<file path="config.mk">
export PLATFORM = sky130hd
export DESIGN_NAME = eth_tx_scheduler
export DESIGN_NICKNAME = d
export VERILOG_FILES = /design/src/rtl/eth_tx_scheduler.sv
export SDC_FILE = /design/constraint.sdc
export NUM_CORES = 1
export LEC_CHECK = 0
export ABC_AREA = 0
export BUFFER_PORTS_ARGS = -buffer_cell sky130_fd_sc_hd__buf_4
export CORE_MARGIN = 4
export CORE_UTILIZATION = 50
export DETAILED_ROUTE_END_ITERATION = 10
export PLACE_DENSITY = 0.92
export SYNTH_ARGS = -nofsm -noshare
export SYNTH_HDL_FRONTEND = slang
export SYNTH_SLANG_ARGS = --single-unit
</file>
<file path="constraint.sdc">
create_clock -name clk -period 4.6 [get_ports clk]
set_input_delay 0.23 -clock clk [delete_from_list [all_inputs] [get_ports clk]]
set_output_delay 0.23 -clock clk [all_outputs]
set_load 0.01 [all_outputs]
</file>
<file path="src/rtl/eth_tx_scheduler.sv">
// eth_tx_scheduler: round-robin frame scheduler in front of the TX core.
// Streams payload MSB-first as N-bit symbols, pads short frames, holds IFG.
module eth_tx_scheduler #(
  parameter int N           = 2,
  parameter int NREQ        = 2,
  parameter int MIN_PAYLOAD = 46,
  parameter int IFG_CYCLES  = 96
) (
  input  logic                 clk,
  input  logic                 rst,
  input  logic [NREQ-1:0]      req,
  input  logic [11*NREQ-1:0]   len,
  input  logic [48*NREQ-1:0]   dest_mac,
  input  logic [16*NREQ-1:0]   etype,
  input  logic [8*NREQ-1:0]    src_data,
  input  logic [NREQ-1:0]      src_valid,
  output logic [NREQ-1:0]      src_pop,
  output logic [NREQ-1:0]      grant,
  output logic [NREQ-1:0]      frame_done,
  output logic                 underrun,
  output logic                 busy,
  output logic                 tx_start,
  output logic [47:0]          tx_dest_mac,
  output logic [15:0]          tx_etype,
  input  logic                 tx_hdr_done,
  output logic                 tx_axiiv,
  output logic [N-1:0]         tx_axiid,
  output logic                 tx_last,
  input  logic                 tx_busy
);

  localparam int SPB = 8 / N;
  localparam int SW  = $clog2(SPB);
  localparam int IW  = (NREQ > 1) ? $clog2(NREQ) : 1;

  localparam logic [10:0]   MAXLEN   = 11'd1500;
  localparam logic [10:0]   MINLEN   = 11'(MIN_PAYLOAD);
  localparam logic [SW-1:0] SYM_END  = SW'(SPB - 1);
  localparam logic [7:0]    GAP_INIT = 8'(IFG_CYCLES - 1);

  typedef enum logic [2:0] {
    S_IDLE,
    S_ARB,
    S_START,
    S_PAYLOAD,
    S_WAIT,
    S_GAP
  } state_e;

  state_e state_q, state_d;

  logic [IW-1:0]   rr_q, rr_d;
  logic [IW-1:0]   gidx_q, gidx_d;
  logic [NREQ-1:0] grant_q, grant_d;
  logic [10:0]     len_q, len_d;
  logic [10:0]     tot_q, tot_d;
  logic [10:0]     byte_q, byte_d;
  logic [SW-1:0]   sym_q, sym_d;
  logic [7:0]      sh_q, sh_d;
  logic [7:0]      gap_q, gap_d;
  logic [47:0]     mac_q, mac_d;
  logic [15:0]     et_q, et_d;
  logic            start_q, start_d;

  logic [IW-1:0]   pick;
  logic [IW-1:0]   k;
  logic            pick_ok;
  logic [10:0]     req_len;
  logic [10:0]     len_cl;

  logic            ld;
  logic [10:0]     ld_idx;
  logic            ld_src;
  logic            last;
  logic            done;
  logic            sv;
  logic [7:0]      sd;

  // first set request at or after rr, wrapping upward
  always_comb begin
    pick    = '0;
    pick_ok = 1'b0;
    k       = '0;
    for (int i = 0; i < NREQ; i++) begin
      k = IW'((int'(rr_q) + i) % NREQ);
      if (!pick_ok && req[k]) begin
        pick_ok = 1'b1;
        pick    = k;
      end
    end
  end

  assign req_len = len[11*int'(pick) +: 11];
  assign len_cl  = (req_len > MAXLEN) ? MAXLEN : req_len;

  assign sv = src_valid[gidx_q];
  assign sd = src_data[8*int'(gidx_q) +: 8];

  assign ld_src = ld && (ld_idx < len_q);

  always_comb begin
    state_d = state_q;
    rr_d    = rr_q;
    gidx_d  = gidx_q;
    grant_d = grant_q;
    len_d   = len_q;
    tot_d   = tot_q;
    byte_d  = byte_q;
    sym_d   = sym_q;
    sh_d    = sh_q;
    gap_d   = gap_q;
    mac_d   = mac_q;
    et_d    = et_q;
    start_d = 1'b0;
    ld      = 1'b0;
    ld_idx  = '0;
    last    = 1'b0;
    done    = 1'b0;

    unique case (state_q)
      S_IDLE: begin
        if (|req) state_d = S_ARB;
      end
      S_ARB: begin
        if (pick_ok) begin
          gidx_d  = pick;
          grant_d = NREQ'(1) << pick;
          mac_d   = dest_mac[48*int'(pick) +: 48];
          et_d    = etype[16*int'(pick) +: 16];
          len_d   = len_cl;
          tot_d   = (len_cl > MINLEN) ? len_cl : MINLEN;
          rr_d    = IW'((int'(pick) + 1) % NREQ);
          start_d = 1'b1;
          state_d = S_START;
        end else begin
          state_d = S_IDLE;
        end
      end
      S_START: begin
        if (tx_hdr_done) begin
          ld      = 1'b1;
          byte_d  = '0;
          sym_d   = '0;
          state_d = S_PAYLOAD;
        end
      end
      S_PAYLOAD: begin
        sh_d  = sh_q << N;
        sym_d = sym_q + 1'b1;
        if (sym_q == SYM_END) begin
          sym_d = '0;
          if (byte_q == tot_q - 11'd1) begin
            last    = 1'b1;
            state_d = S_WAIT;
          end else begin
            ld     = 1'b1;
            ld_idx = byte_q + 11'd1;
            byte_d = byte_q + 11'd1;
          end
        end
      end
      S_WAIT: begin
        if (!tx_busy) begin
          done    = 1'b1;
          gap_d   = GAP_INIT;
          state_d = S_GAP;
        end
      end
      S_GAP: begin
        gap_d = gap_q - 8'd1;
        if (gap_q <= 8'd1) begin
          grant_d = '0;
          state_d = S_IDLE;
        end
      end
      default: state_d = S_IDLE;
    endcase

    // bytes past the requested length, or missing ones, go out as zero
    if (ld) sh_d = (ld_src && sv) ? sd : 8'h00;
  end

  always_ff @(posedge clk or negedge rst) begin
    if (!rst) begin
      state_q <= S_IDLE;
      rr_q    <= '0;
      gidx_q  <= '0;
      grant_q <= '0;
      len_q   <= '0;
      tot_q   <= '0;
      byte_q  <= '0;
      sym_q   <= '0;
      sh_q    <= '0;
      gap_q   <= '0;
      mac_q   <= '0;
      et_q    <= '0;
      start_q <= 1'b0;
    end else begin
      state_q <= state_d;
      rr_q    <= rr_d;
      gidx_q  <= gidx_d;
      grant_q <= grant_d;
      len_q   <= len_d;
      tot_q   <= tot_d;
      byte_q  <= byte_d;
      sym_q   <= sym_d;
      sh_q    <= sh_d;
      gap_q   <= gap_d;
      mac_q   <= mac_d;
      et_q    <= et_d;
      start_q <= start_d;
    end
  end

  assign busy        = (state_q != S_IDLE);
  assign tx_start    = start_q;
  assign tx_axiiv    = (state_q == S_PAYLOAD);
  assign tx_axiid    = tx_axiiv ? sh_q[7 -: N] : '0;
  assign tx_last     = last;
  assign grant       = grant_q;
  assign tx_dest_mac = mac_q;
  assign tx_etype    = et_q;
  assign frame_done  = done ? grant_q : '0;
  assign src_pop     = (ld_src && sv) ? grant_q : '0;
  assign underrun    = ld_src && !sv;

endmodule

</file>
**After elaboration in Yosys (flattened, before gate mapping)**

Cells that the tools add are included.

- $add $sub $neg: 6
- Multiply operators: 2
- Divide/modulo/power cells: 0
- $lt $le $gt $ge: 7
- Equal/unequal tests: 15
- Shift operators: 5
- Muxes and demuxes: 52
- Bitwise logic cells: 0
- Reductions and logical operators: 19

Operators with widths:

| kind | count |
|---|---|
| variable part select 96 x 8 -> 48 bit | 1 |
| two-way mux 11 bit | 8 |
| two-way mux 8 bit | 4 |
| variable part select 32 x 6 -> 16 bit | 1 |
| case mux 11 bit (2 select lines) | 1 |
| variable part select 22 x 6 -> 11 bit | 1 |
| two-way mux 1 bit | 20 |
| two-way mux 3 bit | 6 |
| case mux 3 bit (6 select lines) | 1 |
| two-way mux 2 bit | 8 |
| case mux 8 bit (2 select lines) | 1 |
| variable part select 16 x 5 -> 8 bit | 1 |
| != test 2 bit (second input constant) | 6 |
| adder 11 x 1 -> 11 bit (second input constant) | 1 |
| equality test 11 bit | 1 |
| greater-than comparator 11 bit (second input constant) | 1 |
| greater-than comparator 11 x 6 -> 1 bit (second input constant) | 1 |
| less-than comparator 11 bit | 1 |
| subtractor 11 x 1 -> 11 bit (second input constant) | 1 |
| less-or-equal comparator 8 x 1 -> 1 bit (second input constant) | 1 |
| case mux 2 bit (2 select lines) | 2 |
| nonzero test 2 bit | 4 |
| subtractor 8 x 1 -> 8 bit (second input constant) | 1 |
| equality test 3 x 2 -> 1 bit (second input constant) | 2 |
| other kinds (20) | 31 |

- Register bits after elaboration: 123
- Bits in latches: 0
- RAM bits: 0
- Bits in read-only memories: 0
- Input port bits: 174
- Output and inout port bits: 77
- Word-level logic and storage cells: 119
- Memories kept: 0

**Logic depth before layout (Yosys ltp)**

- Word-level depth: 12
- Mapped depth: 17

**Worst setup path after synthesis**

No wires, ideal clock.

- Path kind: register -> output
- From: reg tot_q[3]
- To: out src_pop[0]
- Arrival: 3624 ps
- Path slack: 746 ps
- Stages on the path, launching flop included: 17
- Cells stage by stage: dfrtp_1 -> or3_1 -> buf_6 -> o311a_1 -> a211oi_2 -> nand3_2 -> o31ai_4 -> buf_6 -> nor2_1 -> ha_1 -> nor2b_1 -> o21a_1 -> o21bai_1 -> nand4_1 -> o32ai_1 -> o21ai_2 -> nor2_1

- Longest elaborated chain between the ends: 9
- Elaborated cells between the ends (all ways): 12
- Those cells by class: 1 x add/sub; 1 x order compare; 1 x eq/ne; 7 x mux; 2 x reduce/logical

RTL lines:

| item | line | text |
|---|---|---|
| start, declared | 56 | `logic [10:0] tot_q, tot_d;` |
| start signal, assigned | 204 | `tot_q <= tot_d;` |
| subtractor 11 x 1 -> 11 bit (*) | 152 | `if (byte_q == tot_q - 11'd1) begin` |
| equality test 11 bit (*) | 152 |  |
| two-way mux 11 bit | 152 |  |
| two-way mux 11 bit | 150 | `if (sym_q == SYM_END) begin` |
| two-way mux 11 bit | 120 | `unique case (state_q)` |
| less-than comparator 11 bit | 99 | `assign ld_src = ld && (ld_idx < len_q);` |
| logical AND 1 bit (*) | 99 |  |
| logical AND 1 bit (*) | 224 | `assign src_pop = (ld_src && sv) ? grant_q : '0;` |
| two-way mux 2 bit (*) | 224 |  |
| end, declared | 17 | `output logic [NREQ-1:0] src_pop,` |

Every way passes the cells marked *; elsewhere a longest branch is shown, timed or not.

**Worst setup path in the final report**

- From: reg tot_q[6]
- To: out src_pop[0]

The elaborated chain is that of the path after synthesis.

==> flow_summary_export.csv <==
group,metric,value,unit
status,status,"finished clean",
route,detail-route-antenna-nets,0,
finish,layout.nets,1214,
timing,slew_violations,0,
clock_tree,clk_latency,410,ps
clock_tree,cts_root_buffer,"clkbuf_16",
place,placed_cell_area,0.00865,sq mm
place,port_buffers,250,
timing,hold_viol,0,
global_route,grt_max_degree,64,
floorplanning,die_w,124,um
place,place.gp.congestion,0.869,
global_route,antenna_found_initial,0,
synth,synth_flop_cell,"dfrtp_1",
critical_path,path_class,"reg2out",
synth,synth_simple_gate_area_share,23.2,%
finish,layout_commonest_cell,"buf_4",
synth,synth_top_family_by_area,"simple AND/OR/NAND/NOR gates",
finish,drive_above_1_share,31.1,%
route,wl_per_cell,17.6,um
finish,antenna_cells,0,
clock_tree,cts-buffers-inserted,17,
route,wirelength,21200,um
global_route,first_global_vias,6523,
global_route,grt_overflow,0,
synth,yosys.area_share.xor_xnor,2.49,%
synth,synth_edf_count,0,
synth,syn_area_per_cell,8.49,sq um
critical_path,cp-start-kind,"flip-flop",
finish,final_area,0.00941,sq mm
synth,yosysSeqAreaShare,46.1,%
clock_tree,h-tree-depth,4,
critical_path,worst-path-buf-inv,2,
timing,fin_tns_setup,0,ps
timing,tightest_slew,862,ps
hold_path,holdPathStages,3,
clock_tree,cts_tree,"done",
critical_path,crit_path_cell_trace,"or3_4, o31a_1, o211ai_1, and3_4, o31ai_4, buf_12, nor2_1, ha_1, and3_1, nand4_1, o21bai_1, nand4_1, o32ai_2, o21ai_2, nor2_1, buf_4",
finish,syn_to_final_growth,40.8,%
synth,syn_area,0.00668,sq mm
synth,syn_nets,976,
synth,synth-compound-area-share,18.8,%
run,maxCapViolCount,0,
critical_path,arrival,4210,ps
timing,fmax,0.225,GHz
power_and_ir_drop,p_leak,4.59,nW
synth,ys_async_sr_fraction,100,%
critical_path,critPathMaxFanout,9,
synth,syn-instance-count,787,
place,dp.cells,1170,
critical_path,endpoint_kind,"output pin",
clock_tree,path_clk_slew,60,ps
timing,skew,9.94,ps
timing,setup_viol,0,
power_and_ir_drop,powerDensity,359,mW/mm^2
timing,period_needed,4440,ps
timing,period_share,96.5,%
synth,ys_warn_count,0,
route,dr.pass1.iters,5,
synth,postSynthRegisterBits,123,
floorplanning,rows,41,
floorplanning,core,0.0129,sq mm
route,vias,6768,
critical_path,critical_path.top_delay_family,"simple AND/OR/NAND/NOR gates",
global_route,grt_usage,27.3,%
timing,maxSlewHeadroom,41.1,%
critical_path,r2r_cells,17,
critical_path,required,4370,ps
floorplanning,io_pins,251,
critical_path,slowest_delay,480,ps
power_and_ir_drop,power,3.37,mW
floorplanning,fp.dieArea,0.0153,sq mm
clock_tree,clock_sinks,123,
synth,ys_types,62,
global_route,grt_pass1_wl,32400,um
power_and_ir_drop,vdd_ir_drop_max,247,uV
floorplanning,initial_core_util,51.9,%
synth,synth_mux_area_share,2.13,%
hold_path,min_path_type,"in2reg",
route,vias_per_cell,5.60,
finish,final_cell_mix,"buf_4, nand2_1, dfrtp_1",
route,drt_first_iter_violations,538,
route,drcViolationCount,0,
clock_tree,cts_buffer_depth,2,
critical_path,cp_slowest_cell,"dfrtp_1",
synth,synth_fa_ha_area_share,2.81,%
place,dp_hpwl,15700,um
critical_path,worst-path-stages,16,
finish,fin_cells,1209,
floorplanning,die_h,124,um
registers in the layout (all words and copies together), names as in the netlist:
signal / count
sh_q: 8
rr_q: 1
byte_q: 11
tx_etype: 16
gidx_q: 1
state_q: 3
gap_q: 8
sym_q: 2
len_q: 11
grant: 2
tx_start: 1
tot_q: 11
tx_dest_mac: 48
Yosys cell counts (6+ instances only):
cell,count,area (sq um)
nand2b_1,7,43.8
dfrtp_1,123,3080
nand4_1,6,37.5
nor4_1,6,37.5
and2_1,6,37.5
nor2_1,99,372
mux2i_1,12,120
o21a_1,7,52.6
o211ai_1,6,45.0
inv_1,25,93.8
o31a_1,6,52.6
xor2_1,11,96.3
xnor2_1,8,70.1
a22oi_1,6,45.0
a21o_1,12,90.1
nand2_1,175,657
a21oi_1,17,85.1
nand3_1,8,40.0
and3_1,11,68.8
nor3_1,9,45.0
or3_1,7,43.8
clkbuf_1,40,150
a31oi_1,68,425
o21ai_0,27,135
ha_1,15,188
worst reg2reg max path: cells and delay by family, from the launching register on:
| kind | cells | cell delay (ps) |
|---|---|---|
| adders and majority gates | 1 | 260 |
| and+or+nand+nor | 6 | 1370 |
| AOI/OAI and AO/OA | 7 | 1470 |
| buffers and inverters | 3 | 470 |
| DFF | 1 | 480 |
stage by stage:
step | util (%) | worst slack [ps] | hold slack (ps)
floorplan | - | 746 | -65.6
global placement | 67.2 | 434 | 61.0
detailed placement | 67.2 | 378 | 63.6
CTS | 72.0 | 101 | 65.6
global route | 73.1 | -32.7 | 64.8
finish | 73.1 | 161 | 75.6
power breakdown:
group / internal [mW] / switching (mW)
registers: 1.20 / 0.106
clock network: 0.874 / 0.465
logic: 0.368 / 0.361
total: 2.44 / 0.932
final cells by class:
cell class | count | area (sq um)
fill | 948 | 3470
multi-input combinational | 590 | 3410
sequential | 123 | 3080
timing repair buffer | 266 | 2020
clock buffer | 23 | 468
tap | 172 | 215
clock inverter | 8 | 118
inverter | 27 | 104
kinds of logic after synthesis:
group / count (synthesis)
adder cells (fa/ha/maj): 15
flip-flops: 123
buffers and inverters: 74
AO/OA/AOI/OAI: 187
XOR/XNOR: 19
multiplexers: 14
AND/OR/NAND/NOR: 355
routing by layer:
metal / share of wire (%) / track usage [%] / vias up
met3: 7.0 / 8.40 / 68
li1: - / - / 3230
met2: 51 / 45.8 / 277
met1: 37 / 31.5 / 3193
met5: 0 / 0 / -
met4: 4.8 / 13.8 / 0
worst paths after layout:
path                                      start                     endpoint  slack (ps)
max                        tot_q[6]$_DFFE_PN0P_                   src_pop[0]         160
max reg2reg                tot_q[6]$_DFFE_PN0P_          sh_q[5]$_DFFE_PN0P_         480
max in group asynchronous                   rst         tot_q[4]$_DFFE_PN0P_        3460
min                                dest_mac[95]  tx_dest_mac[47]$_DFFE_PN0P_          80
min reg2reg                 sh_q[0]$_DFFE_PN0P_          sh_q[0]$_DFFE_PN0P_         470
min in group asynchronous                   rst         tot_q[1]$_DFFE_PN0P_         190
what timing repair did:
action                                  CTS  global route
pin swaps                                 2             9
resized for setup                         0            24
endpoints found under the setup margin    2             3
hold buffers                              1             0
buffers inserted                          2             5
hold endpoints to repair                  8             0
(Power assumes the default switching activity.)
